<file path="config.mk">
export PLATFORM = sky130hd
export DESIGN_NAME = neuron
export DESIGN_NICKNAME = d
export VERILOG_FILES = /design/src/rtl/neuron_pkg.sv /design/src/rtl/neuron_mac.sv /design/src/rtl/neuron.sv
export SDC_FILE = /design/constraint.sdc
export NUM_CORES = 1
export LEC_CHECK = 0
export ABC_AREA = 1
export CAP_MARGIN = 10
export CORE_MARGIN = 2
export CORE_UTILIZATION = 45
export CTS_CLUSTER_SIZE = 8
export DETAILED_ROUTE_END_ITERATION = 7
export PLACE_DENSITY = 0.61
export RECOVER_POWER = 25
export SLEW_MARGIN = 40
export SYNTH_ARGS = -nofsm -noshare
export SYNTH_HDL_FRONTEND = slang
export SYNTH_SLANG_ARGS = --single-unit
export TNS_END_PERCENT = 1
</file>
<file path="constraint.sdc">
create_clock -name clk -period 7.25 [get_ports clk]
set_clock_uncertainty 0.05 [all_clocks]
set_input_delay 1.45 -clock clk [delete_from_list [all_inputs] [get_ports clk]]
set_output_delay 1.45 -clock clk [all_outputs]
set_load 0.05 [all_outputs]
</file>
<file path="src/rtl/neuron_pkg.sv">
// neuron_pkg: default sizes and width helpers shared by the neuron datapath
package neuron_pkg;
  localparam int N_DEF = 4;
  localparam int WIDTH_DEF = 8;
  localparam int OUT_W_DEF = 2 * WIDTH_DEF + 2;
  function automatic int acc_w(input int n, input int width);
    return 2 * width + $clog2(n) + 1;
  endfunction
  function automatic int out_w(input int width);
    return 2 * width + 2;
  endfunction
endpackage

</file>
<file path="src/rtl/neuron_mac.sv">
// neuron_mac: signed WIDTH x WIDTH multiply with a registered, enable-held product
// ports: clk, rst (async active-high), en loads p, a/b signed operands, p 2*WIDTH-bit signed product
module neuron_mac import neuron_pkg::*; #(
  parameter int WIDTH = WIDTH_DEF
) (
  input  logic                      clk,
  input  logic                      rst,
  input  logic                      en,
  input  logic signed [WIDTH-1:0]   a,
  input  logic signed [WIDTH-1:0]   b,
  output logic signed [2*WIDTH-1:0] p
);
  always_ff @(posedge clk or posedge rst)
    if (rst) p <= '0;
    else if (en) p <= a * b;
endmodule

</file>
<file path="src/rtl/neuron.sv">
// neuron: 2-stage pipelined dot product plus bias, activation and output saturation
// ports: clk, rst (async active-high), in_valid qualifies x/w/b, x/w N packed signed elements,
//        b signed bias, out_valid = in_valid delayed 2 cycles, y signed 2*WIDTH+2 result
// build option: NEURON_RELU_EN selects ReLU activation, otherwise linear
module neuron import neuron_pkg::*; #(
  parameter int N = N_DEF,
  parameter int WIDTH = WIDTH_DEF
) (
  input  logic                            clk,
  input  logic                            rst,
  input  logic                            in_valid,
  input  logic [N*WIDTH-1:0]              x,
  input  logic [N*WIDTH-1:0]              w,
  input  logic signed [WIDTH-1:0]         b,
  output logic                            out_valid,
  output logic signed [out_w(WIDTH)-1:0]  y
);
  localparam int ACC_W = acc_w(N, WIDTH);
  localparam int OUT_W = out_w(WIDTH);
  // comparison width wide enough for both the sum and the output limits
  localparam int SW = ACC_W > OUT_W ? ACC_W : OUT_W;
  localparam logic signed [SW-1:0] LO = $signed({1'b1, {(SW-1){1'b0}}}) >>> (SW - OUT_W);
  localparam logic signed [SW-1:0] HI = ~LO;
  logic signed [2*WIDTH-1:0] prod [N];
  logic signed [ACC_W-1:0] b1, sum;
  logic signed [SW-1:0] ext, act;
  logic v1;
  for (genvar i = 0; i < N; i++) begin : g_mac
    neuron_mac #(.WIDTH(WIDTH)) u_mac (
      .clk(clk),
      .rst(rst),
      .en(in_valid),
      .a(x[i*WIDTH +: WIDTH]),
      .b(w[i*WIDTH +: WIDTH]),
      .p(prod[i])
    );
  end
  always_ff @(posedge clk or posedge rst)
    if (rst) begin
      v1 <= 1'b0;
      b1 <= '0;
    end else begin
      v1 <= in_valid;
      if (in_valid) b1 <= ACC_W'(b);
    end
  always_comb begin
    sum = b1;
    for (int i = 0; i < N; i++) sum = sum + ACC_W'(prod[i]);
    ext = SW'(sum);
`ifdef NEURON_RELU_EN
    act = ext < 0 ? '0 : ext;
`else
    act = ext;
`endif
  end
  always_ff @(posedge clk or posedge rst)
    if (rst) begin
      out_valid <= 1'b0;
      y <= '0;
    end else begin
      out_valid <= v1;
      if (v1) y <= act > HI ? HI[OUT_W-1:0] : act < LO ? LO[OUT_W-1:0] : act[OUT_W-1:0];
    end
endmodule

</file>
==> flow_summary.toml, run 1 <==
[route]
wl_per_cell_um = 12.9
drtAntennaViolNets = 0
vias = 12100
drt_iter0_markers = 639
drc = 0
drt_pass1_iterations = 6
via_per_inst = 4.74
routed_wirelength_um = 32900

[sta]
layout_worst_path_cycle_share_pct = 80.9
fmax_mhz = 171
finalCriticalPeriod_ns = 5.86
slew_violations = 149
finalHoldViolations = 0
tns_ns = 0
setup_viol = 0
worstMarginPinSlew_ns = 2.26
rsz0062_at_grt = "false"
worst_hold_slack_ns = 0.433
slew_headroom_pct = -50.3

[layout]
fill_cells = 3544
areaGrowthSynthToFinish_pct = 9.59
layout_commonest_cell = "inv_1"
regArea_um2 = 2300
num_antenna_cells = 0
final_cells = 2554
multi_input_area_um2 = 11200
drive_gt1_share_pct = 3.87
finalNetCount = 2568
final_cell_mix = "inv_1 (604), nand2_1 (473), fa_1 (270)"
design_area_um2 = 17600

[critical_path]
worst-path-max-fanout = 8
crit_type = "in -> reg"
worstSetupStartpoint = "w[25]"
rr_startpoint = "g_mac[0].u_mac.p[1]"
cp_common_cell = "inv_1"
worst_ep_required_time_ns = 7.33
arrival_ns = 5.95
cp_slowest_cell = "clkdlybuf4s50_1"
crit_path_start_kind = "input pin"
rrSetupSlack_ns = 2.95
rr_endpoint = "y[15]"
reg2reg_depth = 17
endpoint_kind = "flip-flop"
cp-endpoint = "g_mac[3].u_mac.p[12]"
worstPathCellList = "clkdlybuf4s50_1, nand2_1, inv_1, fa_1, inv_1, fa_1, inv_1, fa_1, inv_1, fa_1, inv_1, ha_1, a21oi_1, o21ai_0, a21oi_1, o21ai_0, or2_2, nand3_1, o21ai_0"
cpPeakStageDelay_ns = 0.59

[synthesis]
synth_cells = 2060
yosysSeqAreaShare_pct = 14.3
synthTopCellsByArea = "fa_1 (34%), dfrtp_1 (14%), inv_1 (14%)"
async_reset_ff_share_pct = 100
synth_seq_cells = 92
netlist_area_um2 = 16100
synth_edf_count = 0
synth_cell_types = 39
synth_top_area_share_pct = 33.6
yosysWarnings = 0
synth_nets = 2540
synth_flop_cell = "dfrtp_1"
syn_area_per_cell_um2 = 7.81
synth_top_cell_by_area = "fa_1"

[global_route]
antenna_found_initial = 0
grt_pass1_vias = 12300
grt_first_pass_wirelength_um = 57600
gr-total-overflow = 0
grt_max_degree = 56
grt_usage_pct = 19.1

[worst_hold_path]
hp-class = "reg -> reg"
min_path_cells = 2

[clock_tree]
clock_path_buffers = 2
post_cts_buffers = 0
clock-root-buffer = "clkbuf_16"
cts_max_level = 3
clk_pin_slew_ns = 0.07
cts-resized-gates = 0
tritoncts = "yes"
clock-sinks = 92
clk_latency_ns = 0.36
holdBufCountCts = 0
cts_buffers = 9

[placement]
hpwl_um = 28700
postPlaceCellArea_um2 = 17300
dp.cells = 2538
port_buffers = 93
place_congestion = 0.866

[floorplan]
die_area_um2 = 37300
core_region_area_um2 = 35400
initial_core_util_pct = 45.5
die_y_um = 193
rows = 69
dieWidth_um = 193
io_pins = 94

[run]
max_cap_violations = 3

[run_status]
status = "complete, but fails checks"
violations = "max-capacitance violations, max-slew violations"
-- synthesized netlist by cell type (2+ instances only) --
library cell	number
o21ai_0	81
a31oi_1	9
nand2_4	2
clkbuf_1	73
a21o_1	5
buf_1	3
nor2_1	63
o22ai_1	4
nand3_1	53
a21oi_2	12
dfrtp_1	92
inv_2	2
nand3b_1	3
nand2_2	5
fa_1	270
xor2_1	19
nand2_1	473
xnor2_1	25
and2_1	2
or2_2	39
nand4_1	8
o21bai_1	6
ha_1	135
a21oi_1	52
inv_1	604
nor3_1	7
-- metal layers --
metal  track usage (%)  vias to the layer above  wire length, um
met1              27.9                     5897            16100
met3              1.83                       22             1100
met4              2.80                        0              260
li1                  -                     5999                -
met2              31.5                      200            15400
met5                 0                        -                0
-- sequential cells by signal, indices dropped and copies added (netlist names) --
| name | cells |
|---|---|
| g_mac.u_mac.p | 64 |
| b1 | 8 |
| y | 18 |
| v1 | 1 |
| out_valid | 1 |
-- stage by stage --
step / setup WS (ns) / util (%)
6_report: 1.39 / 49.8
3_3_place_gp: 1.20 / 48.9
3_5_place_dp: 1.16 / 48.9
5_1_grt: 1.09 / 49.8
2_1_floorplan: 1.93 / -
4_1_cts: 1.52 / 49.9
-- worst max-delay path, delay by kind of cell --
kind,cells,cell delay (ns)
adders and majority gates,5,2.32
AOI/OAI and AO/OA,5,0.83
and+or+nand+nor,3,0.48
buffers and inverters,6,0.84
-- how the worst min path moves through the flow --
stage / startpoint / to / slack (ns)
5_1_grt: y[0] / y[0] / 0.46
3_3_place_gp: y[3] / y[3] / 0.41
3_5_place_dp: y[3] / y[3] / 0.42
2_1_floorplan: v1 / out_valid / 0.38
6_report: y[1] / y[1] / 0.43
4_1_cts: g_mac[3].u_mac.p[10] / g_mac[3].u_mac.p[10] / 0.44
-- area by class of cell --
class	instances	share of cell area, %
Sequential cell	92	13.1
Tap cell	461	3.27
Timing Repair Buffer	95	5.31
Multi-Input combinational cell	1283	63.5
Clock buffer	9	1.28
Inverter	607	12.9
Clock inverter	7	0.688
-- cells by family (layout without fill, tap and decap cells) --
group | count (synthesis) | after routing | share of synthesized area (%)
buffers and inverters | 685 | 718 | 16.1
AO/OA/AOI/OAI | 176 | 176 | 6.19
adder cells (fa/ha/maj) | 405 | 405 | 44.1
AND/OR/NAND/NOR | 658 | 658 | 16.9
flip-flops | 92 | 92 | 14.3
XOR/XNOR | 44 | 44 | 2.39
Power of run 1 is not shown: default switching activity piles up to over one toggle a cycle in this logic, so the estimate is an artifact.
==> run 2: changes to the inputs <==
--- a/config.mk
+++ b/config.mk
@@ -11,7 +11,7 @@
 export CORE_UTILIZATION = 45
 export CTS_CLUSTER_SIZE = 8
 export DETAILED_ROUTE_END_ITERATION = 7
-export PLACE_DENSITY = 0.61
+export PLACE_DENSITY = 0.63
 export RECOVER_POWER = 25
 export SLEW_MARGIN = 40
 export SYNTH_ARGS = -nofsm -noshare
==> constraint.sdc (replaced) <==
create_clock -name clk -period 5.25 [get_ports clk]
set_clock_uncertainty 0.05 [all_clocks]
set_input_delay 1.05 -clock clk [delete_from_list [all_inputs] [get_ports clk]]
set_output_delay 1.05 -clock clk [all_outputs]
set_load 0.05 [all_outputs]
==> flow_summary.toml, run 2 (synthesized netlist as in run 1, its figures left out) <==
[route]
drt_pass1_iterations = 7
via_per_inst = 4.67
drt_iter0_markers = 672
drtAntennaViolNets = 0
routed_wirelength_um = 34600
vias = 12800
drc = 0
wl_per_cell_um = 12.6

[layout]
layout_commonest_cell = "inv_1"
drive_gt1_share_pct = 12.8
final_cells = 2740
final_cell_mix = "inv_1 (601), nand2_1 (473), fa_1 (268)"
num_antenna_cells = 0
design_area_um2 = 19100
largest_reg_flops = 64
finalNetCount = 2754
largest-register = "g_mac.u_mac.p"
areaGrowthSynthToFinish_pct = 19.0
reg_top3 = "g_mac.u_mac.p x64, y x18, b1 x8"

[sta]
setup_ws_ns = 0.132
layout_worst_path_cycle_share_pct = 97.5
finalCriticalPeriod_ns = 5.12
worstMarginPinSlew_ns = 2.39
rsz0062_at_grt = "true"
fmax_mhz = 195
setup_viol = 0
slew_headroom_pct = -60.2
finalHoldViolations = 0
slew_violations = 54

[placement]
dp_slack_ns = -0.319
place_congestion = 0.881
dp.cells = 2723
port_buffers = 93
postPlaceCellArea_um2 = 18700
hpwl_um = 30300

[critical_path]
arrival_ns = 5.27
worst-path-max-fanout = 5
crit_type = "in -> reg"
rrSetupSlack_ns = 0.88
worst_ep_required_time_ns = 5.41
crit_path_start_kind = "input pin"
rr_startpoint = "b1[1]"
endpoint_kind = "flip-flop"
rr_endpoint = "y[15]"
reg2reg_depth = 17

[worst_hold_path]
worstHoldEndpoint = "y[3]"
min_path_cells = 2
holdCritStartpoint = "y[3]"
hp-class = "reg -> reg"

[global_route]
grt_max_degree = 73
antenna_found_initial = 0
grt_first_pass_wirelength_um = 61000
gr-total-overflow = 0
grt_use_met2_pct = 33.6
use_met3_pct = 2.30
grt_usage_pct = 20.1
busiest_layer = "met2"
grt_pass1_vias = 13400
grt.met1_usage_pct = 28.6

[clock_tree]
cts_buffers = 9
clock-root-buffer = "clkbuf_16"
clk_latency_ns = 0.36
cts_max_level = 3
clk_pin_slew_ns = 0.07
tritoncts = "yes"
clock_path_buffers = 2
holdBufCountCts = 0
clock-sinks = 92

[floorplan]
die_area_um2 = 37300
io_pins = 94
initial_core_util_pct = 45.5
die_y_um = 193
dieWidth_um = 193
core_region_area_um2 = 35400
rows = 69

[run_status]
violations = "max-capacitance violations, max-slew violations"
status = "complete, but fails checks"

[run]
max_cap_violations = 1
[run 2: final cells by class]
cell class	count	area [um^2]
clock buffers	9	225
clock inverters	7	96.3
fillers	3346	16200
inverters	607	2280
multi-input cells	1283	11300
flip-flops and latches	92	2300
well taps	461	577
repair buffers	281	2370
[run 2: how the worst max path moves through the flow]
stage | startpoint | endpoint | slack [ns]
2_1_floorplan | x[0] | g_mac[0].u_mac.p[12] | 0.33
3_3_place_gp | x[31] | g_mac[3].u_mac.p[13] | -0.27
3_5_place_dp | x[31] | g_mac[3].u_mac.p[13] | -0.32
4_1_cts | x[31] | g_mac[3].u_mac.p[12] | 0.03
5_1_grt | w[31] | g_mac[3].u_mac.p[12] | -0.06
6_report | w[31] | g_mac[3].u_mac.p[13] | 0.13
[run 2: per-stage QoR]
step | util, % | TNS (ns) | hold slack [ns]
global placement | 52.8 | -3.39 | 0.415
global route | 54.1 | -0.174 | 0.466
CTS | 53.7 | 0 | 0.442
finish | 54.1 | 0 | 0.434
detailed placement | 52.8 | -4.76 | 0.423
floorplan | - | 0 | 0.381
[run 2: routing by layer]
layer,vias to the layer above,routed length [um]
li1,6373,-
met1,6148,16300
met2,250,16400
met3,27,1360
met4,0,434
met5,-,0
[run 2: timing repair]
| action | in CTS | in global routing |
|---|---|---|
| resized for setup | 0 | 45 |
| endpoints found under the setup margin | 0 | 23 |
| setup buffers | 0 | 1 |
[run 2: critical path: stages]
cell and delay (ns):
clkdlybuf4s50_1 0.48, inv_1 0.09, buf_4 0.16, or2_2 0.28
fa_1 0.46, fa_1 0.52, fa_1 0.43, fa_1 0.49
inv_1 0.04, ha_1 0.33, a21oi_2 0.20, nor2_1 0.05
nor2_1 0.09, nand3_1 0.12, or2_2 0.29, nand3_1 0.10
o21ai_0 0.09
Power of run 2 is left out for the same reason.
==> run 3: changes to the inputs <==
--- a/config.mk
+++ b/config.mk
@@ -6,14 +6,15 @@
 export NUM_CORES = 1
 export LEC_CHECK = 0
 export ABC_AREA = 1
+export ABC_CLOCK_PERIOD_IN_PS = 4800
 export CAP_MARGIN = 10
 export CORE_MARGIN = 2
 export CORE_UTILIZATION = 45
 export CTS_CLUSTER_SIZE = 8
 export DETAILED_ROUTE_END_ITERATION = 7
-export PLACE_DENSITY = 0.63
+export PLACE_DENSITY = 0.61
 export RECOVER_POWER = 25
-export SLEW_MARGIN = 40
+export SLEW_MARGIN = 20
 export SYNTH_ARGS = -nofsm -noshare
 export SYNTH_HDL_FRONTEND = slang
 export SYNTH_SLANG_ARGS = --single-unit
==> constraint.sdc (replaced) <==
create_clock -name clk -period 4.8 [get_ports clk]
set_clock_uncertainty 0.05 [all_clocks]
set_input_delay 0.96 -clock clk [delete_from_list [all_inputs] [get_ports clk]]
set_output_delay 0.96 -clock clk [all_outputs]
set_load 0.05 [all_outputs]
==> flow_summary.toml, run 3 (synthesized netlist as in run 1, its figures left out) <==
[sta]
slew_violations = 0
finalHoldViolations = 0
fmax_mhz = 213
setup_viol = 0
finalCriticalPeriod_ns = 4.70
slew_headroom_pct = 1.56
rsz0062_at_grt = "true"
worstMarginPinSlew_ns = 1.47
layout_worst_path_cycle_share_pct = 98.0
setup_ws_ns = 0.0974

[route]
wl_per_cell_um = 12.7
drtAntennaViolNets = 0
vias = 12900
drt_iter0_markers = 605
drt_pass1_iterations = 5
via_per_inst = 4.64
routed_wirelength_um = 35100
drc = 0

[floorplan]
dieWidth_um = 193
rows = 69
io_pins = 94
die_y_um = 193
die_area_um2 = 37300
core_region_area_um2 = 35400
initial_core_util_pct = 45.5

[layout]
finalNetCount = 2783
regArea_um2 = 2300
largest_reg_flops = 64
largest-register = "g_mac.u_mac.p"
multi_input_area_um2 = 11800
final_cells = 2769
final_cell_mix = "inv_1 (590), nand2_1 (466), fa_1 (257)"
layout_commonest_cell = "inv_1"
reg_top3 = "g_mac.u_mac.p x64, y x18, b1 x8"
areaGrowthSynthToFinish_pct = 23.5
num_antenna_cells = 0
postLayoutCoreUtil_pct = 56.2
fill_cells = 3309
drive_gt1_share_pct = 17.7

[clock_tree]
clk_pin_slew_ns = 0.06
cts_max_level = 3
tritoncts = "yes"
clock_path_buffers = 2
clk_latency_ns = 0.35
holdBufCountCts = 0
clock-sinks = 92
clock-root-buffer = "clkbuf_16"
cts_buffers = 9

[global_route]
grt_pass1_vias = 13200
grt_max_degree = 75
gr-total-overflow = 0
antenna_found_initial = 0
grt_usage_pct = 20.0
grt_first_pass_wirelength_um = 60800

[run_status]
violations = "max-capacitance violations"
status = "complete, but fails checks"

[critical_path]
worst-path-buf-inv = 3
crit_cells = 15
rr_startpoint = "g_mac[0].u_mac.p[1]"
rr_endpoint = "y[15]"
crit_type = "in -> reg"
crit_family = "adder cells"
worst-path-max-fanout = 4
cp-endpoint = "g_mac[3].u_mac.p[13]"
arrival_ns = 4.85
rrSetupSlack_ns = 0.46
cpPeakStageDelay_ns = 0.58
crit_path_start_kind = "input pin"
cp_common_cell = "fa_1"
worst_ep_required_time_ns = 4.95
endpoint_kind = "flip-flop"
reg2reg_depth = 17
worstPathCellList = "dlygate4sd2_1, buf_4, or2_2, fa_1, fa_1, fa_2, fa_1, inv_2, ha_4, a21o_1, nor2_1, nand3_2, or2_2, nand3_1, o21ai_0"
worstSetupStartpoint = "x[29]"
cp_slowest_cell = "fa_2"

[placement]
place_congestion = 0.898
dp_slack_ns = -0.621
dp.cells = 2747
port_buffers = 93
hpwl_um = 30500

[worst_hold_path]
hp-class = "reg -> reg"

[run]
max_cap_violations = 1
## run 3: cell count changes in the layout (fill, tap and decap cells not counted), sizes merged
cell / before / now
clkdlybuf4s50: 72 / 23
dlygate4sd2: 0 / 32
buf: 189 / 216
dlymetal6s2s: 14 / 26
clkbuf: 9 / 20
inv: 609 / 606
bufinv: 2 / 0
clkdlybuf4s15: 0 / 1
clkinv: 2 / 1
clkinvlp: 1 / 2
## run 3: what timing repair did
action	in CTS	in global routing
setup buffers	2	4
gates resized for setup	93	127
endpoints found under the setup margin	29	30
pin swaps	38	58
## run 3: tightest hold or removal path: cells and delay by family, from the launching register on
family	cells	cell delay, ns
and+or+nand+nor	1	0.05
AOI/OAI and AO/OA	1	0.06
DFF	1	0.34
## run 3: area by class of cell
class                   count  share of cell area, %
multi-input cells        1283                   59.5
repair buffers            310                   13.0
flip-flops and latches     92                   11.6
inverters                 607                   11.5
well taps                 461                   2.90
clock buffers              14                   1.43
clock inverters             2                 0.0818
## run 3: through the flow
step	setup TNS, ns	hold WS, ns	cell area (um^2)
after floorplan	-0.0341	0.381	16100
after global placement	-14.91	0.413	18900
after detailed placement	-16.50	0.420	18900
after CTS	-0.0173	0.437	19400
after global routing	-0.372	0.453	19900
final	0	0.436	19900
## run 3: layer usage
| metal | wire length, um | global-route usage [%] | vias up |
|---|---|---|---|
| met2 | 16900 | 33.6 | 171 |
| li1 | - | - | 6433 |
| met3 | 1280 | 2.61 | 22 |
| met5 | 0 | 0 | - |
| met1 | 16600 | 28.6 | 6235 |
| met4 | 218 | 2.53 | 0 |
## run 3: worst min-delay path by stage
stage	start	to	slack [ns]	cells past startpoint
floorplan	v1	out_valid	0.38	0
global placement	y[4]	y[4]	0.41	2
detailed placement	g_mac[0].u_mac.p[15]	g_mac[0].u_mac.p[15]	0.42	2
CTS	g_mac[0].u_mac.p[15]	g_mac[0].u_mac.p[15]	0.44	2
global route	y[1]	y[1]	0.45	2
finish	y[17]	y[17]	0.44	2
Power of run 3 is left out for the same reason.
